[src/rtl/cacheline_arbiter_pkg.sv]
// Shared types and defaults for the cacheline arbiter.
//   arb_state_t : arbiter FSM states (IDLE, BUSY, RESP)
//   arb_owner_t : which L1 cache currently owns the memory port
//   DEFAULT_*   : default widths used by the arbiter parameters
package arb_types;

  localparam int DEFAULT_LINE_WIDTH = 256;
  localparam int DEFAULT_ADDR_WIDTH = 32;

  typedef enum logic [1:0] {
    IDLE = 2'd0,
    BUSY = 2'd1,
    RESP = 2'd2
  } arb_state_t;

  typedef enum logic [1:0] {
    OWN_NONE = 2'd0,
    OWN_I    = 2'd1,
    OWN_D    = 2'd2
  } arb_owner_t;

endpackage

[src/rtl/cacheline_arbiter_select.sv]
// Combinational grant selection for the cacheline arbiter.
// Ports:
//   i_req      : I-side wants the memory port
//   d_req      : D-side wants the memory port (read or writeback)
//   last_owner : owner of the most recently completed transfer
//   grant      : requester to be granted this cycle (OWN_NONE if idle)
// ROUND_ROBIN=1 hands a conflict to whoever was not served last;
// ROUND_ROBIN=0 always hands a conflict to the D-side.
module arbiter_select
  import arb_types::*;
#(
  parameter int ROUND_ROBIN = 1
) (
  input  logic       i_req,
  input  logic       d_req,
  input  arb_owner_t last_owner,
  output arb_owner_t grant
);

  always_comb begin
    // NOTE: default assignment first so every path drives grant and no latch is inferred.
    grant = OWN_NONE;
    if (i_req && d_req) begin
      grant = ((ROUND_ROBIN != 0) && (last_owner == OWN_D)) ? OWN_I : OWN_D;
    end else if (i_req) begin
      grant = OWN_I;
    end else if (d_req) begin
      grant = OWN_D;
    end
  end

endmodule

[src/rtl/cacheline_arbiter.sv]
// Arbitrates the single physical-memory cacheline port between the
// I-side cache (reads only) and the D-side cache (reads and writebacks).
// A granted command is latched and held on pmem_* until pmem_resp, then
// the requester sees its line (reads) and a one-cycle resp pulse.
// Ports:
//   clk, rst              : clock, synchronous active-high reset
//   i_read/i_addr         : I-side line request (level) and address
//   i_rdata/i_resp        : I-side returned line and completion pulse
//   d_read/d_write/d_addr : D-side line request (level) and address
//   d_wdata               : D-side writeback line
//   d_rdata/d_resp        : D-side returned line and completion pulse
//   pmem_read/pmem_write  : memory command (registered)
//   pmem_address/wdata    : memory address and write line (registered)
//   pmem_rdata/pmem_resp  : memory returned line and completion pulse
module cacheline_arbiter
  import arb_types::*;
#(
  parameter int LINE_WIDTH  = DEFAULT_LINE_WIDTH,
  parameter int ADDR_WIDTH  = DEFAULT_ADDR_WIDTH,
  parameter int ROUND_ROBIN = 1
) (
  input  logic                  clk,
  input  logic                  rst,
  input  logic                  i_read,
  input  logic [ADDR_WIDTH-1:0] i_addr,
  output logic [LINE_WIDTH-1:0] i_rdata,
  output logic                  i_resp,
  input  logic                  d_read,
  input  logic                  d_write,
  input  logic [ADDR_WIDTH-1:0] d_addr,
  input  logic [LINE_WIDTH-1:0] d_wdata,
  output logic [LINE_WIDTH-1:0] d_rdata,
  output logic                  d_resp,
  output logic                  pmem_read,
  output logic                  pmem_write,
  output logic [ADDR_WIDTH-1:0] pmem_address,
  output logic [LINE_WIDTH-1:0] pmem_wdata,
  input  logic [LINE_WIDTH-1:0] pmem_rdata,
  input  logic                  pmem_resp
);

  arb_state_t state;
  arb_owner_t owner;
  arb_owner_t last_owner;
  arb_owner_t grant;

  arbiter_select #(
    .ROUND_ROBIN(ROUND_ROBIN)
  ) u_select (
    .i_req      (i_read),
    .d_req      (d_read || d_write),
    .last_owner (last_owner),
    .grant      (grant)
  );

  always_ff @(posedge clk) begin
    // NOTE: all state here uses non-blocking assignments so every register samples pre-edge values.
    if (rst) begin
      state        <= IDLE;
      owner        <= OWN_NONE;
      last_owner   <= OWN_I;
      pmem_read    <= 1'b0;
      pmem_write   <= 1'b0;
      pmem_address <= '0;
      pmem_wdata   <= '0;
      i_rdata      <= '0;
      d_rdata      <= '0;
      i_resp       <= 1'b0;
      d_resp       <= 1'b0;
    end else begin
      // Completion pulses last exactly one cycle.
      i_resp <= 1'b0;
      d_resp <= 1'b0;
      case (state)
        IDLE: begin
          if (grant == OWN_I) begin
            owner        <= OWN_I;
            state        <= BUSY;
            pmem_read    <= 1'b1;
            pmem_write   <= 1'b0;
            pmem_address <= i_addr;
            pmem_wdata   <= '0;
          end else if (grant == OWN_D) begin
            // A simultaneous read and write is illegal; the write wins.
            owner        <= OWN_D;
            state        <= BUSY;
            pmem_read    <= !d_write;
            pmem_write   <= d_write;
            pmem_address <= d_addr;
            pmem_wdata   <= d_write ? d_wdata : '0;
          end
        end
        BUSY: begin
          // The command registers hold steady; requester inputs are not looked at.
          if (pmem_resp) begin
            state      <= RESP;
            pmem_read  <= 1'b0;
            pmem_write <= 1'b0;
            if (owner == OWN_I) begin
              i_rdata <= pmem_rdata;
              i_resp  <= 1'b1;
            end else begin
              // pmem_write still holds the latched op here: writebacks leave d_rdata alone.
              if (!pmem_write) begin
                d_rdata <= pmem_rdata;
              end
              d_resp <= 1'b1;
            end
          end
        end
        RESP: begin
          last_owner <= owner;
          owner      <= OWN_NONE;
          state      <= IDLE;
        end
        default: begin
          state <= IDLE;
          owner <= OWN_NONE;
        end
      endcase
    end
  end

  a_no_read_and_write_req: assert property (@(posedge clk) disable iff (rst)
    !(d_read && d_write));

  a_one_resp: assert property (@(posedge clk) disable iff (rst)
    !(i_resp && d_resp));

  a_one_cmd: assert property (@(posedge clk) disable iff (rst)
    !(pmem_read && pmem_write));

endmodule

[config.mk]
export PLATFORM = sky130hd
export DESIGN_NAME = cacheline_arbiter
export DESIGN_NICKNAME = d
export VERILOG_FILES = /design/src/rtl/cacheline_arbiter_pkg.sv /design/src/rtl/cacheline_arbiter_select.sv /design/src/rtl/cacheline_arbiter.sv
export SDC_FILE = /design/constraint.sdc
export NUM_CORES = 2
export LEC_CHECK = 0
export ABC_AREA = 1
export BUFFER_PORTS_ARGS = -buffer_cell sky130_fd_sc_hd__clkbuf_2
export CAP_MARGIN = 5
export CELL_PAD_IN_SITES_DETAIL_PLACEMENT = 0
export CELL_PAD_IN_SITES_GLOBAL_PLACEMENT = 1
export CORE_AREA = 5 5 544 546
export CTS_BUF_LIST = sky130_fd_sc_hd__clkbuf_8
export DETAILED_ROUTE_END_ITERATION = 10
export DIE_AREA = 0 0 549 551
export GPL_ROUTABILITY_DRIVEN = 0
export HOLD_SLACK_MARGIN = 0.08
export PLACE_DENSITY_LB_ADDON = 0.1
export RECOVER_POWER = 100
export SKIP_LAST_GASP = 1
export SLEW_MARGIN = 5
export SYNTH_ARGS = -nofsm -noshare
export SYNTH_HDL_FRONTEND = slang
export SYNTH_SLANG_ARGS = --single-unit
export TNS_END_PERCENT = 50
[constraint.sdc]
create_clock -name clk -period 4.22 [get_ports clk]
set_input_delay 0.211 -clock clk [delete_from_list [all_inputs] [get_ports clk]]
set_output_delay 0.211 -clock clk [all_outputs]
set_load 0.03 [all_outputs]
Yosys cells after proc, flatten, opt, wreduce, memory -nomap -nowiden
Cells that the tools add are included.
{"block": "word_totals", "regBits": 810, "elab_cells": 61, "in_bits": 582}
{"block": "op_classes", "muxes": 25, "eq_ne": 8, "reduce_logical": 13, "bitwise_logic": 4}
{"operator": "256-bit two-way mux", "count": 3}
{"operator": "32-bit two-way mux", "count": 2}
{"operator": "2-bit two-way mux", "count": 9}
{"operator": "2-bit case mux with 2 select lines", "count": 2}
{"operator": "1-bit two-way mux", "count": 7}
{"operator": "2-bit by 1-bit == test with 1-bit output (second input constant)", "count": 3}
{"operator": "2-bit == test (second input constant)", "count": 3}
{"operator": "2-bit AND reduction", "count": 3}
{"operator": "3-bit AND reduction", "count": 2}
{"operator": "1-bit NOT", "count": 4}
{"operator": "1-bit case mux with 2 select lines", "count": 2}
{"operator": "4-bit AND reduction", "count": 1}
{"operator": "2-bit nonzero test", "count": 2}
{"operator": "3-bit != test (second input constant)", "count": 1}
{"operator": "3-bit OR reduction", "count": 1}
{"operator": "2-bit zero test", "count": 1}
{"operator": "2-bit != test (second input constant)", "count": 1}
{"operator": "1-bit logical AND", "count": 1}
{"operator": "1-bit zero test", "count": 1}
{"operator": "1-bit logical OR", "count": 1}

Depth between registers and ports, before layout
{"block": "depth", "word_depth": 8, "depth_mapped": 11}

By module
Synthesis repeated with hierarchy kept, for this count alone.
{"block": "unflattened", "cells_unflattened": 5005, "area_unflattened_um2": 33168.1}
{"mod": "cacheline_arbiter", "instances": 1, "area_per_inst_um2": 33125.5, "cells_each": 4994}
{"mod": "arbiter_select", "instances": 1, "area_per_inst_um2": 42.5, "cells_each": 11}

Worst setup path after synthesis
No wires, ideal clock.
{"block": "synth_timing", "path_type": "reg-to-reg", "startpoint": "reg state[0]", "endpoint": "reg i_rdata[180]", "arrival_ps": 1280, "t_required_ps": 4104, "path_slack_ps": 2824, "stages_incl_launch_ff": 10, "path_cell_list": "dfxtp_1 > inv_2 > nor2_2 > nand2_2 > inv_2 > nand2_2 > buf_4 > clkbuf_1 > o21ai_0 > nor2_1"}
{"block": "synth_via", "elab_chain_len": 2}
{"item": "from (decl)", "line": "cacheline_arbiter.sv:42", "text": "arb_state_t state;"}
{"item": "from (signal assigned)", "line": "cacheline_arbiter.sv:59", "text": "state <= IDLE;"}
{"item": "from (signal assigned)", "line": "cacheline_arbiter.sv:78", "text": "state <= BUSY;"}
{"item": "from (signal assigned)", "line": "cacheline_arbiter.sv:86", "text": "state <= BUSY;"}
{"item": "2-bit by 1-bit == test with 1-bit output", "line": "cacheline_arbiter.sv:74", "text": "case (state)"}
{"item": "3-bit AND reduction (no source line)"}
{"item": "to (signal assigned)", "line": "cacheline_arbiter.sv:100", "text": "i_rdata <= pmem_rdata;"}
{"item": "to (decl)", "line": "cacheline_arbiter.sv:26", "text": "output logic [LINE_WIDTH-1:0] i_rdata,"}
Every way passes these cells.
A chain may end at the register's enable or synchronous reset.

Worst setup path after layout
{"block": "layout_timing", "startpoint": "reg state[0]", "endpoint": "reg d_rdata[201]"}
{"block": "layout_via", "elab_chain_len": 2}
{"item": "2-bit by 1-bit == test with 1-bit output", "line": "cacheline_arbiter.sv:74"}
{"item": "4-bit AND reduction (no source line)"}
{"item": "to (signal assigned)", "line": "cacheline_arbiter.sv:105", "text": "d_rdata <= pmem_rdata;"}
{"item": "to (decl)", "line": "cacheline_arbiter.sv:32", "text": "output logic [LINE_WIDTH-1:0] d_rdata,"}
Every way passes these cells.

==> impl_metrics.csv <==
group,metric,value,unit
outcome,status,"complete, but fails checks",
outcome,violations,"capacitance limit, slew limit",
synth,ys_ff_latch,810,
hold_path,hp-class,"input port to register",
setup_path,timing.rr.start,"state[0]$_SDFFE_PP0P_",
timing,tightest_slew,2040,ps
clocking,clock_sinks,810,
setup_path,crit_path_cell_trace,"inv_1, nor2_1, nand2_1, inv_8, nand2_4, clkbuf_2, nand2_1, a21oi_1, dlygate4sd3_1",
synth,ys.flop_type,"dfxtp_1",
finish,post-route-util,0.190,
floorplanning,initial_core_util,0.107,
setup_path,worstSetupStartpointType,"register",
power,power.total,21.1,mW
clocking,clockBufferDepth,4,
power,pwr-share-clk,0.432,
clocking,cts_resized,0,
global_route,grt_max_degree,148,
setup_path,cp_slowest_stage_delay,730,ps
drt,ant_nets,0,
clocking,cts_setup_buffers,0,
floorplanning,die_y,551,um
synth,ys_warn_count,0,
finish,drive_gt1_frac,0.136,
global_route,grt-ovfl-total,0,
synth,synth.top_cell.area_share,0.524,
hold_path,worstHoldPathCells,4,
synth,yosys.area.top_type,"dfxtp_1",
setup_path,crit_top_cell,"nand2_1",
power,p_leak,20.4,nW
clocking,cts_htree_levels,4,
floorplanning,die_x,549,um
synth,synth_edf_count,0,
power,netSwitchingFraction,0.327,
timing,rsz0062_at_grt,"false",
finish,syn_to_final_growth,77.9,%
power,internal_power,14.2,mW
synth,synthTopCellsByCount,"nand2_1, dfxtp_1, a21oi_1, nor2_1, nand3_1",
setup_path,crit_family,"buffers and inverters",
clocking,worst_skew_pair.late_latency,960,ps
global_route,grt_pass1_vias,39000,
global_route,grt_pass1_wl,327000,um
setup_path,worst-path-buf-inv,4,
setup_path,startpoint,"state[0]$_SDFFE_PP0P_",
timing,fmax,286,MHz
synth,ys_seq_area_frac,0.524,
power,p_switching,6.92,mW
setup_path,worstPathRequired,5050,ps
floorplanning,pin_count,1386,
synth,synth.avg_cell_area,7.77,sq um
timing,tns,0,ps
hold_path,holdPathEnd,"d_rdata[212]$_SDFFE_PP0P_",
finish,fill_cells,33600,
synth,synthArstFlopShare,0,
global_route,globalRouteTotalUtil,0.151,
clocking,cts_made_buffers,190,
clocking,cts.clk_slew.worst_paths,60,ps
timing,period_share,0.829,
floorplanning,num_rows,198,
placed_design,io_buffers,1385,
timing,finalSetupViolCount,0,
drt,avgViaCountPerCell,3.62,
floorplanning,design.core.area,290000,sq um
synth,synth_area_leaders,"dfxtp_1, nand2_1, a21oi_1",
timing,maxSlewHeadroom,-0.362,
setup_path,r2r.worst_path.cells,9,
synth,ys_types,21,
setup_path,crit_slowest_cell,"clkbuf_2",
power,ir_drop,0.199,mV
power,combPwrFrac,0.184,
drt,drc,0,
timing,min_period,3500,ps
hold_path,min_from,"pmem_rdata[212]",
timing,hold_viol_final,0,
drt,wl_per_cell,23.1,um
timing,maxSlewViolCount,433,
setup_path,path_max_fanout,62,
clocking,root_buffer,"clkbuf_8",
drt,vias,37600,
flow_run,maxCapViolations,8,
synth,syn-num-nets,4561,
setup_path,crit_type,"register to register",
placed_design,hpwl,171000,um
setup_path,crit_path_end_kind,"register",
global_route,antenna_found_initial,114,
drt,drt_wl_total,240000,um
drt,firstDrtPassIters,5,
clocking,hold_buffers,1071,
floorplanning,fp.dieArea,302000,sq um
clocking,cts_tree,"built",
drt,drtIter0Drc,1594,
timing,skew,64.1,ps
setup_path,arrival,4330,ps
finish,final_nets,6892,
synth,synth_area,30900,sq um
synth,netlist_instances,3979,
synth,yosysMostFrequentCell,"nand2_1",
power,power_density,384,nW/um^2
setup_path,reg2reg_slack,720,ps
power,seq_power_share,0.384,
setup_path,r2r_end,"d_rdata[201]$_SDFFE_PP0P_",
cells by family (layout without fill, tap and decap cells):
| kind of cell | count (synthesis) | in the layout | share of synthesized area |
|---|---|---|---|
| and+or+nand+nor | 1982 | 1982 | 0.288 |
| AOI/OAI and AO/OA | 778 | 778 | 0.126 |
| buffers and inverters | 409 | 2870 | 0.0622 |
| other | 0 | 45 | 0 |
| DFF | 810 | 810 | 0.524 |
through the flow:
stage	setup WS (ps)	hold slack, ps	instance area, sq um	std cells
2_1_floorplan	2820	359	30900	3979
4_1_cts	858	80.2	56000	10300
6_report	721	200	55000	10400
3_3_place_gp	1220	450	41700	8947
3_5_place_dp	1210	453	41700	8947
5_1_grt	382	113	55000	10400
layout by cell type, fill, tap and decap left out, drive strengths merged:
cell,instances
a21oi,520
and3,1
buf,38
bufinv,2
clkbuf,1617
clkinv,6
clkinvlp,3
dfxtp,810
diode,45
dlygate4sd3,1071
inv,133
nand2,848
nand3,323
nand3b,256
nand4,31
nor2,522
nor3,1
o21ai,258
layer usage:
metal	up-vias	global-route usage	wire length [um]
met5	-	0	394
met4	64	0.0352	6930
met3	401	0.0588	22200
met2	1259	0.257	112000
met1	18000	0.177	97600
li1	17900	-	-
worst register-to-register path, delay by kind of cell (launching register included):
| kind | cells | cell delay (ps) |
|---|---|---|
| DFF | 1 | 390 |
| and+or+nand+nor | 4 | 1160 |
| buffers and inverters | 4 | 1810 |
| AOI/OAI and AO/OA | 1 | 90 |
sequential cells by signal, summed over array words and instances (netlist names), 2 cells and up:
name	flops
state	2
pmem_wdata	256
owner	2
d_rdata	256
i_rdata	256
pmem_address	32
last_owner	2
power by group through the flow:
| stage | Combinational (mW) | Sequential [mW] | Clock, mW |
|---|---|---|---|
| 3_5_place_dp | 3.16 | 8.29 | 0 |
| 4_1_cts | 4.11 | 8.13 | 9.70 |
| 3_3_place_gp | 3.17 | 8.28 | 0 |
| 2_1_floorplan | 1.10 | 8.84 | 0 |
| 5_1_grt | 4.23 | 8.15 | 9.98 |
| 6_report | 3.89 | 8.12 | 9.13 |
final cells by class:
cell class | count | area, sq um | share of cell area
diodes | 45 | 113 | 0.00205
clock buffers | 223 | 3070 | 0.0558
clock inverters | 99 | 487 | 0.00885
inverters | 45 | 186 | 0.00339
multi-input cells | 2760 | 12800 | 0.233
flip-flops and latches | 810 | 16200 | 0.295
well taps | 3900 | 4880 | 0.0887
repair buffers | 2503 | 17200 | 0.313
how the worst max path moves through the flow:
stage | end | depth (start not counted)
floorplan | i_rdata[180]$_SDFFE_PP0P_ | 9
global placement | i_rdata[223]$_SDFFE_PP0P_ | 9
detailed placement | i_rdata[162]$_SDFFE_PP0P_ | 9
CTS | pmem_address[6]$_SDFFE_PP0P_ | 12
global route | d_rdata[61]$_SDFFE_PP0P_ | 8
finish | d_rdata[201]$_SDFFE_PP0P_ | 9
Power figures use the tool's default switching activity.
